## src/rtl/irq_pkg.sv

```systemverilog
// rtl/irq_pkg.sv - shared types and defaults for the interrupt controller
package irq_pkg;

    typedef enum logic [0:0] {
        IDLE = 1'b0,
        REQ  = 1'b1
    } irq_state_e;

    localparam logic [7:0] DEF_VEC_BASE = 8'h20;
    localparam logic [7:0] DEF_NMI_VEC  = 8'h02;

endpackage

```

## src/rtl/irq_prio_enc.sv

```systemverilog
// rtl/irq_prio_enc.sv - lowest-index-first priority encoder with valid flag
module irq_prio_enc #(
    parameter int W     = 8,
    parameter int IDX_W = (W > 1) ? $clog2(W) : 1
) (
    input  logic [W-1:0]     i_req,
    output logic             o_valid,
    output logic [IDX_W-1:0] o_idx
);

    always_comb begin
        o_valid = 1'b0;
        o_idx   = '0;
        for (int i = W - 1; i >= 0; i--) begin
            if (i_req[i]) begin
                o_valid = 1'b1;
                o_idx   = IDX_W'(i);
            end
        end
    end

endmodule

```

## src/rtl/irq_controller.sv

```systemverilog
// rtl/irq_controller.sv - masked, prioritised, nesting interrupt controller with NMI
module irq_controller
    import irq_pkg::*;
#(
    parameter int                   NUM_IRQ   = 8,
    parameter logic [NUM_IRQ-1:0]   EDGE_MASK = NUM_IRQ'(8'h0F),
    parameter int                   VEC_W     = 8,
    parameter logic [VEC_W-1:0]     VEC_BASE  = VEC_W'(DEF_VEC_BASE),
    parameter logic [VEC_W-1:0]     NMI_VEC   = VEC_W'(DEF_NMI_VEC)
) (
    input  logic               i_clk,
    input  logic               i_rst_n,
    input  logic [NUM_IRQ-1:0] i_irq,
    input  logic               i_nmi,
    input  logic               i_int_disable,
    input  logic               i_mask_we,
    input  logic [NUM_IRQ-1:0] i_mask_wdata,
    output logic               o_int,
    output logic [VEC_W-1:0]   o_vector,
    input  logic               i_ina,
    input  logic               i_eoi,
    output logic [NUM_IRQ:0]   o_isr
);

    // Encoder source order: index 0 is NMI, index k+1 is line k.
    localparam int SRC_W = NUM_IRQ + 1;
    localparam int IDX_W = $clog2(SRC_W);

    irq_state_e         r_state;
    logic [NUM_IRQ-1:0] r_pend;
    logic               r_nmi_pend;
    logic [NUM_IRQ-1:0] r_irq_d;
    logic               r_nmi_d;
    logic [NUM_IRQ-1:0] r_mask;
    logic [NUM_IRQ:0]   r_isr;
    logic [IDX_W-1:0]   r_win;
    logic [VEC_W-1:0]   r_vec;

    logic [NUM_IRQ-1:0] w_line_elig;
    logic [SRC_W-1:0]   w_elig_src;
    logic [SRC_W-1:0]   w_isr_src;
    logic               w_win_valid;
    logic [IDX_W-1:0]   w_win_idx;
    logic [VEC_W-1:0]   w_win_vec;
    logic               w_eoi_valid;
    logic [IDX_W-1:0]   w_eoi_idx;
    logic [NUM_IRQ:0]   w_eoi_clr;
    logic [NUM_IRQ:0]   w_ack_set;
    logic [NUM_IRQ-1:0] w_pend_nxt;
    logic               w_nmi_pend_nxt;

    // Maps an encoder source index back to a one-hot in isr bit layout.
    function automatic logic [NUM_IRQ:0] src_onehot(input logic [IDX_W-1:0] idx);
        logic [NUM_IRQ:0] oh;
        oh          = '0;
        oh[NUM_IRQ] = (idx == '0);
        for (int k = 0; k < NUM_IRQ; k++) begin
            oh[k] = (int'(idx) == k + 1);
        end
        return oh;
    endfunction

    // A line is blocked by any in-service entry of equal or higher priority, NMI included.
    always_comb begin
        logic blk;
        blk         = r_isr[NUM_IRQ];
        w_line_elig = '0;
        for (int k = 0; k < NUM_IRQ; k++) begin
            blk            = blk | r_isr[k];
            w_line_elig[k] = r_pend[k] & ~r_mask[k] & ~i_int_disable & ~blk;
        end
    end

    assign w_elig_src = {w_line_elig, r_nmi_pend & ~r_isr[NUM_IRQ]};
    assign w_isr_src  = {r_isr[NUM_IRQ-1:0], r_isr[NUM_IRQ]};

    irq_prio_enc #(.W(SRC_W), .IDX_W(IDX_W)) u_win_enc (
        .i_req   (w_elig_src),
        .o_valid (w_win_valid),
        .o_idx   (w_win_idx)
    );

    irq_prio_enc #(.W(SRC_W), .IDX_W(IDX_W)) u_eoi_enc (
        .i_req   (w_isr_src),
        .o_valid (w_eoi_valid),
        .o_idx   (w_eoi_idx)
    );

    assign w_win_vec = (w_win_idx == '0) ? NMI_VEC
                     : VEC_W'(32'(VEC_BASE) + 32'(w_win_idx) - 32'd1);

    assign w_eoi_clr = (i_eoi && w_eoi_valid) ? src_onehot(w_eoi_idx) : '0;
    assign w_ack_set = (r_state == REQ && i_ina) ? src_onehot(r_win) : '0;

    // Edge lines latch until acknowledged; level lines simply follow the input.
    assign w_pend_nxt = (EDGE_MASK & ((r_pend & ~w_ack_set[NUM_IRQ-1:0]) | (i_irq & ~r_irq_d)))
                      | (~EDGE_MASK & i_irq);
    assign w_nmi_pend_nxt = (r_nmi_pend & ~w_ack_set[NUM_IRQ]) | (i_nmi & ~r_nmi_d);

    always_ff @(posedge i_clk) begin
        if (!i_rst_n) begin
            r_state    <= IDLE;
            r_pend     <= '0;
            r_nmi_pend <= 1'b0;
            r_irq_d    <= '0;
            r_nmi_d    <= 1'b0;
            r_mask     <= '1;
            r_isr      <= '0;
            r_win      <= '0;
            r_vec      <= '0;
        end else begin
            r_irq_d    <= i_irq;
            r_nmi_d    <= i_nmi;
            r_pend     <= w_pend_nxt;
            r_nmi_pend <= w_nmi_pend_nxt;
            r_isr      <= (r_isr & ~w_eoi_clr) | w_ack_set;
            if (i_mask_we) begin
                r_mask <= i_mask_wdata;
            end
            case (r_state)
                IDLE: begin
                    if (w_win_valid) begin
                        r_state <= REQ;
                        r_win   <= w_win_idx;
                        r_vec   <= w_win_vec;
                    end
                end
                REQ: begin
                    if (i_ina) begin
                        r_state <= IDLE;
                        r_vec   <= '0;
                    end
                end
                default: r_state <= IDLE;
            endcase
        end
    end

    assign o_int    = (r_state == REQ);
    assign o_vector = r_vec;
    assign o_isr    = r_isr;

endmodule

```

## config.mk

```make
export PLATFORM = sky130hd
export DESIGN_NAME = irq_controller
export DESIGN_NICKNAME = d
export VERILOG_FILES = /design/src/rtl/irq_pkg.sv /design/src/rtl/irq_prio_enc.sv /design/src/rtl/irq_controller.sv
export SDC_FILE = /design/constraint.sdc
export NUM_CORES = 1
export LEC_CHECK = 0
export ABC_CLOCK_PERIOD_IN_PS = 7370
export CAP_MARGIN = 20
export CORE_MARGIN = 2
export CORE_UTILIZATION = 54
export CTS_CLUSTER_SIZE = 25
export DETAILED_ROUTE_END_ITERATION = 12
export HOLD_SLACK_MARGIN = 0.02
export PLACE_DENSITY_LB_ADDON = 0.15
export SETUP_SLACK_MARGIN = 0.02
export SLEW_MARGIN = 10
export SYNTH_ARGS = -nofsm -noshare
export SYNTH_HDL_FRONTEND = slang
export SYNTH_SLANG_ARGS = --single-unit
```

## constraint.sdc

```tcl
create_clock -name i_clk -period 7.37 [get_ports i_clk]
set_clock_uncertainty 0.2 [all_clocks]
set_input_delay 1.474 -clock i_clk [delete_from_list [all_inputs] [get_ports i_clk]]
set_output_delay 1.474 -clock i_clk [all_outputs]
set_load 0.05 [all_outputs]
```

# ---- After elaboration in Yosys (flattened, before gate mapping)
# Index checks and enable logic that the tools add are counted.
dict set report classes {
  n_reduce_logical 7
  addsub 2
  n_mux 45
  n_bitwise 66
  n_eq_ne 18
}
# op count
set op_table {}
lappend op_table {{$mux W4} 18}
lappend op_table {{$eq A4 B4 Y1 const B} 10}
lappend op_table {{$and A1 B1 Y1} 27}
lappend op_table {{$mux W8} 3}
lappend op_table {{$not A1 Y1} 21}
lappend op_table {{$mux W1} 20}
lappend op_table {{$mux W9} 2}
lappend op_table {{$eq A4 B3 Y1 const B} 4}
lappend op_table {{$pmux W8 S2} 1}
lappend op_table {{$logic_not A4 Y1} 3}
lappend op_table {{$and A9 B9 Y9} 1}
lappend op_table {{$not A9 Y9} 1}
lappend op_table {{$or A1 B1 Y1} 9}
lappend op_table {{$or A9 B9 Y9} 1}
lappend op_table {{$and A4 B4 Y4} 2}
lappend op_table {{$eq A4 B2 Y1 const B} 2}
lappend op_table {{$not A4 Y4} 2}
lappend op_table {{$or A4 B8 Y8} 1}
lappend op_table {{$sub A7 B1 Y8 const B} 1}
lappend op_table {{$add A6 B4 Y7 const A} 1}
lappend op_table {{$or A4 B4 Y4} 1}
lappend op_table {{$reduce_and A2 Y1} 2}
lappend op_table {{$logic_and A1 B1 Y1} 2}
lappend op_table {{$ne A2 B1 Y1 const B} 1}
lappend op_table {{2 further kinds} 2}
dict set report totals {
  input_bits 23
  elab_cells 147
  regBits 44
  out_inout_bits 18
}

# ---- Depth between registers and ports, before layout
# Gate-level depths: netlist (run 1).
dict set report depth {
  word_depth 24
  ltp_mapped 9
  mapped_depth_nobuf 9
}

# ---- By module
# From an unflattened synthesis (run 1), not the netlist that was laid out.
dict set report unflattened {
  hier_cells 218
  hier_area_um2 2005.7
}
# module seq_area_each_um2 area_each_um2 cells_each instances
set modules_own_cells {}
lappend modules_own_cells {irq_controller 840.8 1808.0 188 1}
lappend modules_own_cells {irq_prio_enc 0.0 98.8 15 2}

# ---- Least setup slack after synthesis (run 1)
# OpenSTA, ideal clock, no wires.
dict set report synth_path {
  path_kind {in2reg}
  from {input i_int_disable}
  to {register r_vec[2] (netlist: o_vector[2])}
  setup_time_ps 117
  arrival_ps 3078
  path_buffers 0
  required_time_ps 7053
  setup_slack_ps 3975
  stages 9
  cell_sequence {or4_4 o21ba_4 a31oi_1 nor2_1 inv_1 ha_1 nand3_1 o21ai_0 a32o_1}
}
dict set report synth_between {
  elab_chain_cells 16
  elab_cells_between_ends 43
  cone_classes {2 x add/sub; 1 x eq/ne; 21 x mux; 17 x bitwise; 2 x reduce/logical}
}
# item line
set synth_rtl {}
lappend synth_rtl {{start, declared} irq_controller.sv:15} ;# input logic i_int_disable,
lappend synth_rtl {{$not A1 Y1 (*)} irq_controller.sv:70} ;# w_line_elig[k] = r_pend[k] & ~r_mask[k] & ~i_int_disable & ~blk;
lappend synth_rtl {{$and A1 B1 Y1 (2 in a row)} irq_controller.sv:70}
lappend synth_rtl {{$mux W4 (8 in a row)} irq_prio_enc.sv:15} ;# if (i_req[i]) begin
lappend synth_rtl {{$add A6 B4 Y7 / $mux W4 (equally long branches)} {irq_controller.sv:90, irq_prio_enc.sv:15}}
lappend synth_rtl {{$sub A7 B1 Y8 / $logic_not A4 Y1 (equally long branches)} {irq_controller.sv:90, irq_controller.sv:89}}
lappend synth_rtl {{$mux W8} irq_controller.sv:89} ;# assign w_win_vec = (w_win_idx == '0) ? NMI_VEC
lappend synth_rtl {{$mux W8} irq_controller.sv:122} ;# if (w_win_valid) begin
lappend synth_rtl {{$pmux W8 S2} irq_controller.sv:120} ;# case (r_state)
lappend synth_rtl {{end signal, assigned} irq_controller.sv:125} ;# r_vec <= w_win_vec;
lappend synth_rtl {{end, declared} irq_controller.sv:37} ;# logic [VEC_W-1:0] r_vec;
# Mark *: on every way between the ends. The rest lies on a longest branch, timed or not. The select of a mux whose other input is x is not followed.
# A chain may end at the register's enable or synchronous reset.

# ---- Worst setup path in the final report (run 1)
# Same ends and word-level chain as after synthesis.

==> flow_metrics.tcl, run 1 <==
set metrics [dict create \
    dieArea_sq_um 3973 \
    drv_slew 0 \
    grt_pass1_wl_microns 6720 \
    whs_ns 0.2765 \
    syn_inst 208 \
    p_per_area_nw_per_um2 190.2 \
    final_net_count 271 \
    final_util_pct 70.42 \
    crit_chain "clkdlybuf4s50_1 -> or4_4 -> o21ba_4 -> a31oi_1 -> nor2_1 -> inv_1 -> ha_1 -> nand3_1 -> o21ai_0 -> a32o_1" \
    yosys_register_bits 42 \
    vias_per_cell 5.408 \
    status "finished clean" \
    insertion_delay_ns 0.34 \
    die_h_microns 63.03 \
    fmax_mhz 270.6 \
    clkTransAtPathRegs_ns 0.12 \
    cts_htree_levels 2 \
    cts_setup_buffers 0 \
    relSlewSlack_pct 52.50 \
    p_leak_nw 0.8963 \
    grt_overflow_total 0 \
    cp_slowest_cell "or4_4" \
    synth_flop_cell "dfxtp_1" \
    start_kind "primary input" \
    worst_ep_arrival_time_ns 3.75 \
    critPathMaxFanout 5 \
    setup-tns-final_ns 0 \
    ys_warn_count 0 \
    io_buffers 38 \
    antenna_found_initial 0 \
    clock-sinks 42 \
    routed-via-count 1590 \
    wl_microns 3992 \
    start_util_pct 56.39 \
    routed-wl-met3_microns 221 \
    cts_buffers 5 \
    root_buffer "clkbuf_4" \
    synth.cell_area_sq_um 1882 \
    drive_above_1_share_pct 8.871 \
    multi_input_area_sq_um 973.4 \
    critical-path-top-delay-family "simple AND/OR/NAND/NOR gates" \
    grt_pass1_vias 1491 \
    synth.avg_cell_area_sq_um 9.047 \
    drv_cap 0 \
    max_stage_delay_ns 0.54 \
    seq_area_sq_um 840.8 \
    holdBufCountCts 0 \
    cts_buffer_depth 2 \
    fin_crit_sh_pct 50.14 \
    grt_max_degree 22 \
    ant_nets 0 \
    ys_seq_area_share_pct 44.68 \
    place.gp.congestion 0.8645 \
    core_area_sq_um 3337 \
    wl_met1_microns 1871 \
    cts_tree "done" \
    die_w_microns 63.03 \
    synthArstFlopShare_pct 0 \
    crit_type "in2reg" \
    pin_count 41 \
    dp_hpwl_microns 3048 \
    wire_per_inst_microns 13.58 \
    synth_edf_count 0 \
    route.detailed.drc 0 \
    finalHoldViolCount 0 \
    fillers 286 \
    top_layer "met4" \
    final_common_cell "dfxtp_1" \
    hp-class "reg2reg" \
    area_growth_pct 24.87 \
    diodes 0 \
    peakVddDrop_mv 0.1341 \
    wl_met2_microns 1810 \
    rsz0062_at_grt "false" \
    row_count 21 \
    period_needed_ns 3.696 \
    final_cell_mix "dfxtp_1, clkdlybuf4s50_1, a21oi_1" \
    cts.repair.resized 0 \
    worstPathRequired_ns 7.42 \
    drt_first_pass_iters 4 \
    track_usage_pct 21.42 \
    tightest_slew_ns 0.7103 \
    synth_cell_type_count 48 \
    setup_viol 0 \
    drtIter0Drc 63 \
    crit_path_end_kind "register" \
    crit_buf_inv 2 \
]
[routing by layer]
| metal | global-route usage (%) | up-vias |
|---|---|---|
| li1 | - | 809 |
| met3 | 5.586 | 12 |
| met2 | 34.97 | 51 |
| met4 | 8.333 | 0 |
| met5 | 0 | - |
| met1 | 26.89 | 718 |
[cell type report]
type                    instances  area share, %
flip-flops and latches         42          35.78
multi-input cells             150          41.43
repair buffers                 38          16.19
clock inverters                 1         0.2130
well taps                      46          2.449
inverters                      10          1.597
clock buffers                   7          2.343
[power by group]
group	internal, mW	switching (mW)	total (mW)
Clock	0.0463	0.0697	0.116
Combinational	0.0369	0.0458	0.0827
Sequential	0.239	0.00966	0.248
Total	0.322	0.125	0.447
[sequential cells by signal, indices dropped and copies added (netlist names)]
name        cells
r_irq_d         4
o_isr           9
r_pend          8
r_mask          8
o_int           1
o_vector        6
r_nmi_pend      1
r_nmi_d         1
r_win           4
[final timing paths]
check	startpoint	slack [ns]	cells past startpoint	endpoint
setup reg to reg	o_isr[8]	4.83	9	o_vector[2]
hold reg to reg	o_vector[4]	0.28	1	o_vector[4]
setup / recovery	i_int_disable	3.67	10	o_vector[2]
hold / removal	o_vector[4]	0.28	1	o_vector[4]
[metrics by stage]
step | instances | worst slack, ns | power [mW] | instance area (sq um)
after detailed placement | 286 | 3.336 | 0.3356 | 2290
after floorplan | 209 | 3.975 | 0.3081 | 1886
after global placement | 286 | 3.398 | 0.3348 | 2290
after CTS | 294 | 3.713 | 0.4494 | 2350
after global routing | 294 | 3.539 | 0.4688 | 2350
final | 294 | 3.675 | 0.4470 | 2350
[cells by family after synthesis]
family	synth area share, %
AOI/OAI and AO/OA	19.35
adders and majority gates	0.6648
buffers and inverters	3.790
DFF	44.68
muxes	4.787
other	0.1993
and+or+nand+nor	26.53
[Yosys cell counts (3+ instances only)]
master | instances | area, sq um
a221oi_1 | 3 | 26.28
nor3b_1 | 3 | 22.52
a32o_1 | 3 | 30.03
mux2i_1 | 9 | 90.09
nor2_1 | 17 | 63.81
or3_1 | 4 | 25.02
nand2b_1 | 4 | 25.02
inv_1 | 10 | 37.54
nand2_1 | 19 | 71.32
a21oi_1 | 20 | 100.1
o21ai_1 | 3 | 15.01
clkbuf_1 | 5 | 18.77
dfxtp_1 | 42 | 840.8
nor2b_1 | 7 | 43.79
and2_1 | 10 | 62.56
nand3_1 | 4 | 20.02
o21ai_0 | 7 | 35.03
Power figures use the tool's default switching activity.
==> inputs of run 2 (changes only) <==
--- a/config.mk
+++ b/config.mk
@@ -5,10 +5,10 @@
 export SDC_FILE = /design/constraint.sdc
 export NUM_CORES = 1
 export LEC_CHECK = 0
-export ABC_CLOCK_PERIOD_IN_PS = 7370
+export ABC_CLOCK_PERIOD_IN_PS = 3700
 export CAP_MARGIN = 20
 export CORE_MARGIN = 2
-export CORE_UTILIZATION = 54
+export CORE_UTILIZATION = 50
 export CTS_CLUSTER_SIZE = 25
 export DETAILED_ROUTE_END_ITERATION = 12
 export HOLD_SLACK_MARGIN = 0.02
==> constraint.sdc (replaced) <==
create_clock -name i_clk -period 3.7 [get_ports i_clk]
set_clock_uncertainty 0.2 [all_clocks]
set_input_delay 0.74 -clock i_clk [delete_from_list [all_inputs] [get_ports i_clk]]
set_output_delay 0.74 -clock i_clk [all_outputs]
set_load 0.05 [all_outputs]
==> run 2 against run 1 <==
Count of clock-buffer cells in the layout is the same. Clock power increased to 2.6 times the previous value. Largest cell class unchanged. Design area increased by 2.1%. Die area grew 7.5%. Critical endpoint unchanged. Routed wire length grew 1.0%. Global-route usage is 0.51 points lower.
==> flow_metrics.tcl, run 2 (synthesis gave the netlist of run 1 again) <==
set metrics [dict create \
    relSlewSlack_pct 54.24 \
    ant_nets 0 \
    rr_startpoint "o_isr[3]" \
    dieArea_sq_um 4271 \
    drv_slew 0 \
    min_to "o_vector[4]" \
    drv_cap 0 \
    routed-via-count 1581 \
    cts_setup_buffers 0 \
    worstPathRequired_ns 3.70 \
    setup_viol 0 \
    pin_count 41 \
    cts_tree "done" \
    cts.repair.resized 0 \
    grt_overflow_total 0 \
    grt_pass1_vias 1464 \
    hp-class "reg2reg" \
    vias_per_cell 5.305 \
    start_kind "primary input" \
    holdBufCountCts 0 \
    p_leak_nw 0.9188 \
    fmax_mhz 342.7 \
    setup-tns-final_ns 0 \
    io_buffers 38 \
    min_from "o_vector[4]" \
    cp_slowest_cell "or4_4" \
    cts_htree_levels 2 \
    dp_hpwl_microns 3035 \
    drt_first_pass_iters 5 \
    reg2reg_slack_ns 1.20 \
    cts_buffers 5 \
    final_net_count 273 \
    track_usage_pct 20.91 \
    grt_pass1_wl_microns 6686 \
    wire_per_inst_microns 13.53 \
    max_stage_delay_ns 0.54 \
    area_growth_pct 27.46 \
    antenna_found_initial 0 \
    critPathMaxFanout 5 \
    wl_microns 4033 \
    largest_reg_flops 9 \
    die_h_microns 65.35 \
    dp.cells 290 \
    finalHoldViolCount 0 \
    worst_ep_arrival_time_ns 2.92 \
    core_area_sq_um 3633 \
    hold_depth 1 \
    place.gp.congestion 0.8745 \
    crit_chain "clkdlybuf4s50_1 -> or4_4 -> nor2_2 -> nand2_1 -> o21ai_2 -> inv_1 -> ha_1 -> nand3_1 -> o21ai_0 -> a32o_1" \
    diodes 0 \
    cts_buffer_depth 2 \
    fillers 339 \
    p_per_area_nw_per_um2 402.3 \
    tightest_slew_ns 0.6824 \
    route.detailed.drc 0 \
    root_buffer "clkbuf_8" \
    clkTransAtPathRegs_ns 0.08 \
    period_needed_ns 2.918 \
    drtIter0Drc 106 \
    insertion_delay_ns 0.30 \
    clock-sinks 42 \
    crit_type "in2reg" \
    row_count 22 \
    crit_path_end_kind "register" \
    cp-startpoint "i_int_disable" \
    instances_no_fill 298 \
    start_util_pct 51.79 \
    grt_max_degree 20 \
    final_common_cell "dfxtp_1" \
    status "finished clean" \
    fin_crit_sh_pct 78.86 \
    r2r_end "o_vector[2]" \
    die_w_microns 65.35 \
    ff2ff_path_depth 9 \
    final_cell_mix "dfxtp_1, clkdlybuf4s50_1, a21oi_1" \
    drive_above_1_share_pct 9.600 \
    rsz0062_at_grt "false" \
    peakVddDrop_mv 0.2796 \
]
==> run 2: changes by cell type in the layout (fill, tap and decap cells not counted), sizes merged <==
cell and delta:
buf +2
==> run 2: final cells by class <==
class | count | area, sq um | area share, %
inverters | 10 | 37.54 | 1.565
clock inverters | 1 | 5.005 | 0.2087
flip-flops and latches | 42 | 840.8 | 35.05
well taps | 48 | 60.06 | 2.504
clock buffers | 7 | 86.33 | 3.599
repair buffers | 40 | 395.4 | 16.48
multi-input cells | 150 | 973.4 | 40.58
==> run 2: power breakdown <==
part	leakage (nW)	internal (mW)	switching, mW
Combinational	0.525	0.0749	0.0925
Sequential	0.345	0.475	0.0186
Clock	0.0482	0.150	0.153
Total	0.919	0.700	0.264
==> run 2: how the worst max path moves through the flow <==
stage	endpoint	slack, ns	depth (start not counted)
6_report	o_vector[2]	0.78	10
5_1_grt	o_vector[2]	0.64	10
4_1_cts	o_vector[2]	0.78	10
3_5_place_dp	o_vector[2]	0.46	10
3_3_place_gp	o_vector[2]	0.50	10
2_1_floorplan	o_vector[2]	1.04	9
==> run 2: critical path: cells and delay by family <==
kind,cells,cell delay (ns)
buffers and inverters,2,0.53
and+or+nand+nor,4,0.89
AOI/OAI and AO/OA,3,0.52
adders and majority gates,1,0.24
==> run 2: routing by layer <==
metal,wire (microns),global-route usage (%),up-vias
met5,0,0,-
met4,73,9.375,0
met3,196,4.795,7
met2,1916,33.80,41
met1,1847,26.53,718
li1,-,-,815
==> run 2: metrics by stage <==
| step | setup slack [ns] | util (%) | hold slack [ns] | area, sq um | total power [mW] |
|---|---|---|---|---|---|
| finish | 0.7823 | 66.01 | 0.2590 | 2399 | 0.9649 |
| global route | 0.6388 | 66.01 | 0.2826 | 2399 | 1.007 |
| CTS | 0.7753 | 66.01 | 0.2665 | 2399 | 0.9689 |
| detailed placement | 0.4565 | 63.50 | 0.2481 | 2307 | 0.6713 |
| global placement | 0.4968 | 63.50 | 0.2435 | 2307 | 0.6697 |
| floorplan | 1.039 | - | 0.2322 | 1886 | 0.6137 |
==> variant 1 (flow settings as in run 2) <==
Change the parameter `NUM_IRQ` from 8 to 4.
--- a/src/rtl/irq_controller.sv
+++ b/src/rtl/irq_controller.sv
@@ -4,3 +4,3 @@
 #(
-    parameter int                   NUM_IRQ   = 8,
+    parameter int                   NUM_IRQ   = 4,
     parameter logic [NUM_IRQ-1:0]   EDGE_MASK = NUM_IRQ'(8'h0F),
Interface: changed (resized i_irq, i_mask_wdata and o_isr); port bits go from 41 to 29. The function was not compared with the original's and may differ.
==> variant 1 against run 2 <==
Total power down 29%; worst setup slack worse by 130 ps; cell area down 29%; largest power group unchanged; global-route usage down 2.3 points; sequential cell count down 13; clock power down 28%; sequential power down 31%; area after synthesis down 28%; non-clock buffer count down 13; synthesized cell count down 30%; routed wire length down 35%.
==> variant 1: results (changes against run 2) <==
NetSw=0.0001864 W (was 0.0002644 W); post-route minimum period=3046 ps (was 2918 ps); met3 WL=105 µm (was 196 µm); Util after Layout=67.56% (was 66.01%); GRT Total Usage=18.59% (was 20.91%); Leak Pwr=0.6843 nW (was 0.9188 nW); count of cell types in the netlist=36 (was 48); Seq cells=29 (was 42); ClkCell Share=4.112% (was 3.808%); Largest register FFs=6 (was 9); placed instance area=1634 µm² (was 2307 µm²); Pint=0.0004943 W (was 0.0007005 W); placed wire-length estimate=1965 µm (was 3035 µm); worst reg2reg startpoint=o_isr[0]$_SDFF_PN0_ (was o_isr[3]$_SDFF_PN0_); largest net degree at the start of global routing=34 (was 20); Signal buffers=27 (was 40); Slew HR=66.44% (was 54.24%); Layout fillers=206 (was 339); most frequent cells after synthesis=dfxtp_1, nand2_1, nor2b_1 (was dfxtp_1, a21oi_1, nand2_1); share of post-route cells with drive strength above 1=10.86% (was 9.600%); status=completed (unchanged); cell count after synthesis=146 (was 208); first-pass GRT wire length=4491 µm (was 6686 µm); Hold Path Origin=o_vector[3]$_SDFFE_PN0P_ (was o_vector[4]$_SDFFE_PN0P_); hold path depth=2 (was 1); vias in the first global route=1042 (was 1464); Logic inverters=4 (was 10); placed insts=197 (was 290); post-synthesis sequential area ratio=42.69% (was 44.68%); met2 usage=29.08% (was 33.80%); # port buffers=26 (was 38); Pre-antenna DRT Iters=4 (was 5); Seq group=0.000343 W (was 0.000494 W); Root Driver=clkbuf_4 (was clkbuf_8); Critical Path Fanout Max=4 (was 5)
[variant 1: changes by cell type after synthesis, sizes merged, moves of 6 or more]
cell,delta
o21ai,-6
inv,-6
a21boi,+7
nand2,+6
nor2,-15
a21oi,-16
dfxtp,-13
[variant 1: critical path, stage by stage]
cell and delay, ps:
clkdlybuf4s50_1 560, nor4b_1 90, nor2_2 180, nand2_1 100, or4_4 560, ha_1 240
nor3b_1 350, and2_1 190, a32o_1 110
[variant 1: kinds of logic (layout without fill, tap and decap cells)]
group / after synthesis / after routing / share of synthesized area (%)
multiplexers: 8 / 8 / 6.900
AND/OR/NAND/NOR: 67 / 67 / 27.97
adder cells (fa/ha/maj): 4 / 4 / 3.680
AO/OA/AOI/OAI: 26 / 26 / 14.81
buffers and inverters: 11 / 39 / 3.679
other: 1 / 2 / 0.2757
flip-flops: 29 / 29 / 42.69
==> variant 2 (settings of run 2) <==
Without the edit above. Reset style: asynchronous (`i_rst_n`), changed in one clocked block.
--- a/src/rtl/irq_controller.sv
+++ b/src/rtl/irq_controller.sv
@@ -99,3 +99,3 @@
 
-    always_ff @(posedge i_clk) begin
+    always_ff @(posedge i_clk or negedge i_rst_n) begin
         if (!i_rst_n) begin
Formal check against the unedited RTL: differs if i_rst_n is asserted again (counterexample within 4 cycles, from zero or initial values and one cycle with i_rst_n low); with i_rst_n held inactive, the same outputs for 10 cycles.
==> variant 2 against run 2 <==
Worst setup slack lost 53 ps; sequential share of layout area rose by 8.1 points; synthesized cell count down 14%; sequential cell count is the same; area after synthesis increased by 4.1%; critical path depth decreased by 1; cell area up 2.5%; routed wire length up 0.30%; first-iteration DRC count is 39% lower; critical endpoint is now o_vector[2]$_DFFE_PN0P_; largest cell class is now registers.
Power is not compared: it rests on default switching activity, and its combinational part moved more than twofold at a synthesized area within 25%.
==> variant 2: results (changes against run 2) <==
GRT Total Usage=21.13% (was 20.91%); n_diodes=0 (unchanged); GP Congestion=0.8778 (was 0.8745); First DRT Iteration DRCs=65 (was 106); vias in the first global route=1534 (was 1464); Endpoint, Worst Hold=r_pend[0]$_DFF_PN0_ (was o_vector[4]$_SDFFE_PN0P_); status=completed (unchanged); RR Endpoint=o_vector[2]$_DFFE_PN0P_ (was o_vector[2]$_SDFFE_PN0P_); drt total wl=4045 µm (was 4033 µm); layout net count=245 (was 273); worst reg2reg startpoint=o_isr[3]$_DFF_PN0_ (was o_isr[3]$_SDFF_PN0_); Pre-antenna DRT Iters=5 (unchanged); ys async rst share=100.0% (was 0%); count of cell types in the netlist=45 (was 48); Via density=5.589 (was 5.305); Post-synth top flop=dfrtp_1 (was dfxtp_1); Critical Path Fanout Max=4 (was 5); placed wire-length estimate=3081 µm (was 3035 µm); Reg2Reg Setup Slack=1060 ps (was 1200 ps); placed instance area=2376 µm² (was 2307 µm²); post-synthesis sequential area ratio=54.15% (was 44.68%); share of post-route cells with drive strength above 1=16.22% (was 9.600%); largest net degree at the start of global routing=43 (was 20); WP data arrival=2960 ps (was 2920 ps); most frequent cells after synthesis=dfrtp_1, nand2_1, o21ai_0 (was dfxtp_1, a21oi_1, nand2_1); Slew HR=40.00% (was 54.24%); r2r worst-path depth=7 (was 9); largest cells by area after synthesis=dfrtp_1, dfstp_2, o21ai_0 (was dfxtp_1, a21oi_1, mux2i_1)
variant 2: area by class of cell:
| class | count | area, µm² |
|---|---|---|
| flip-flops and latches | 42 | 1061 |
| inverters | 12 | 45.04 |
| clock inverters | 2 | 10.01 |
| clock buffers | 6 | 72.57 |
| multi-input cells | 122 | 834.6 |
| well taps | 48 | 60.06 |
| repair buffers | 38 | 375.4 |
| fillers | 306 | 1257 |
variant 2: worst max-delay path, stage by stage:
cell and delay, ps:
clkdlybuf4s50_1 430, or3_4 360, or4b_4 540, o21ai_2 110
a21o_1 100, nand2_1 60, ha_1 270, xnor2_1 140
o31ai_1 200
variant 2: logic make-up (layout without fill, tap and decap cells):
kind of cell,after synthesis,count (layout),synth area share [%]
AOI/OAI and AO/OA,47,47,18.39
buffers and inverters,16,58,3.448
other,1,2,0.1914
adders and majority gates,1,1,0.6385
xor gates and xnor gates,1,1,0.4471
and+or+nand+nor,64,64,18.71
muxes,7,7,4.023
DFF,42,42,54.15
variant 2: metrics by stage:
| stage | worst slack, ps | cells | hold WS (ps) |
|---|---|---|---|
| floorplan | 1010 | 180 | 199.6 |
| detailed placement | 430.6 | 262 | 222.2 |
| finish | 729.7 | 270 | 225.3 |
| global route | 618.8 | 270 | 259.4 |
| global placement | 519.3 | 262 | 202.7 |
| CTS | 734.4 | 270 | 233.7 |
variant 2: report_power, final:
part           internal [W]  switching, W  total (W)
clock              0.000131      0.000145   0.000276
combinational      0.000360      0.000572   0.000932
sequential         0.000571      0.000125   0.000695
total               0.00106      0.000842    0.00190
variant 2: worst max path at each step:
stage / to / slack, ps / cells after the start
after global placement: o_vector[2]$_DFFE_PN0P_ / 520 / 9
final: o_vector[2]$_DFFE_PN0P_ / 730 / 9
after floorplan: o_vector[2]$_DFFE_PN0P_ / 1010 / 8
after detailed placement: o_vector[2]$_DFFE_PN0P_ / 430 / 9
after CTS: o_vector[2]$_DFFE_PN0P_ / 730 / 9
after global routing: o_vector[2]$_DFFE_PN0P_ / 620 / 9
variant 2: metal layers:
layer  share of wire [%]  GRT usage, %  up-vias  wire length (µm)
li1                    -             -      719                 -
met3                 4.3         4.561        6               172
met5                   0             0        -                 0
met2                  49         33.75       39              2000
met1                  45         28.24      745              1806
met4                 1.6         7.908        0                65
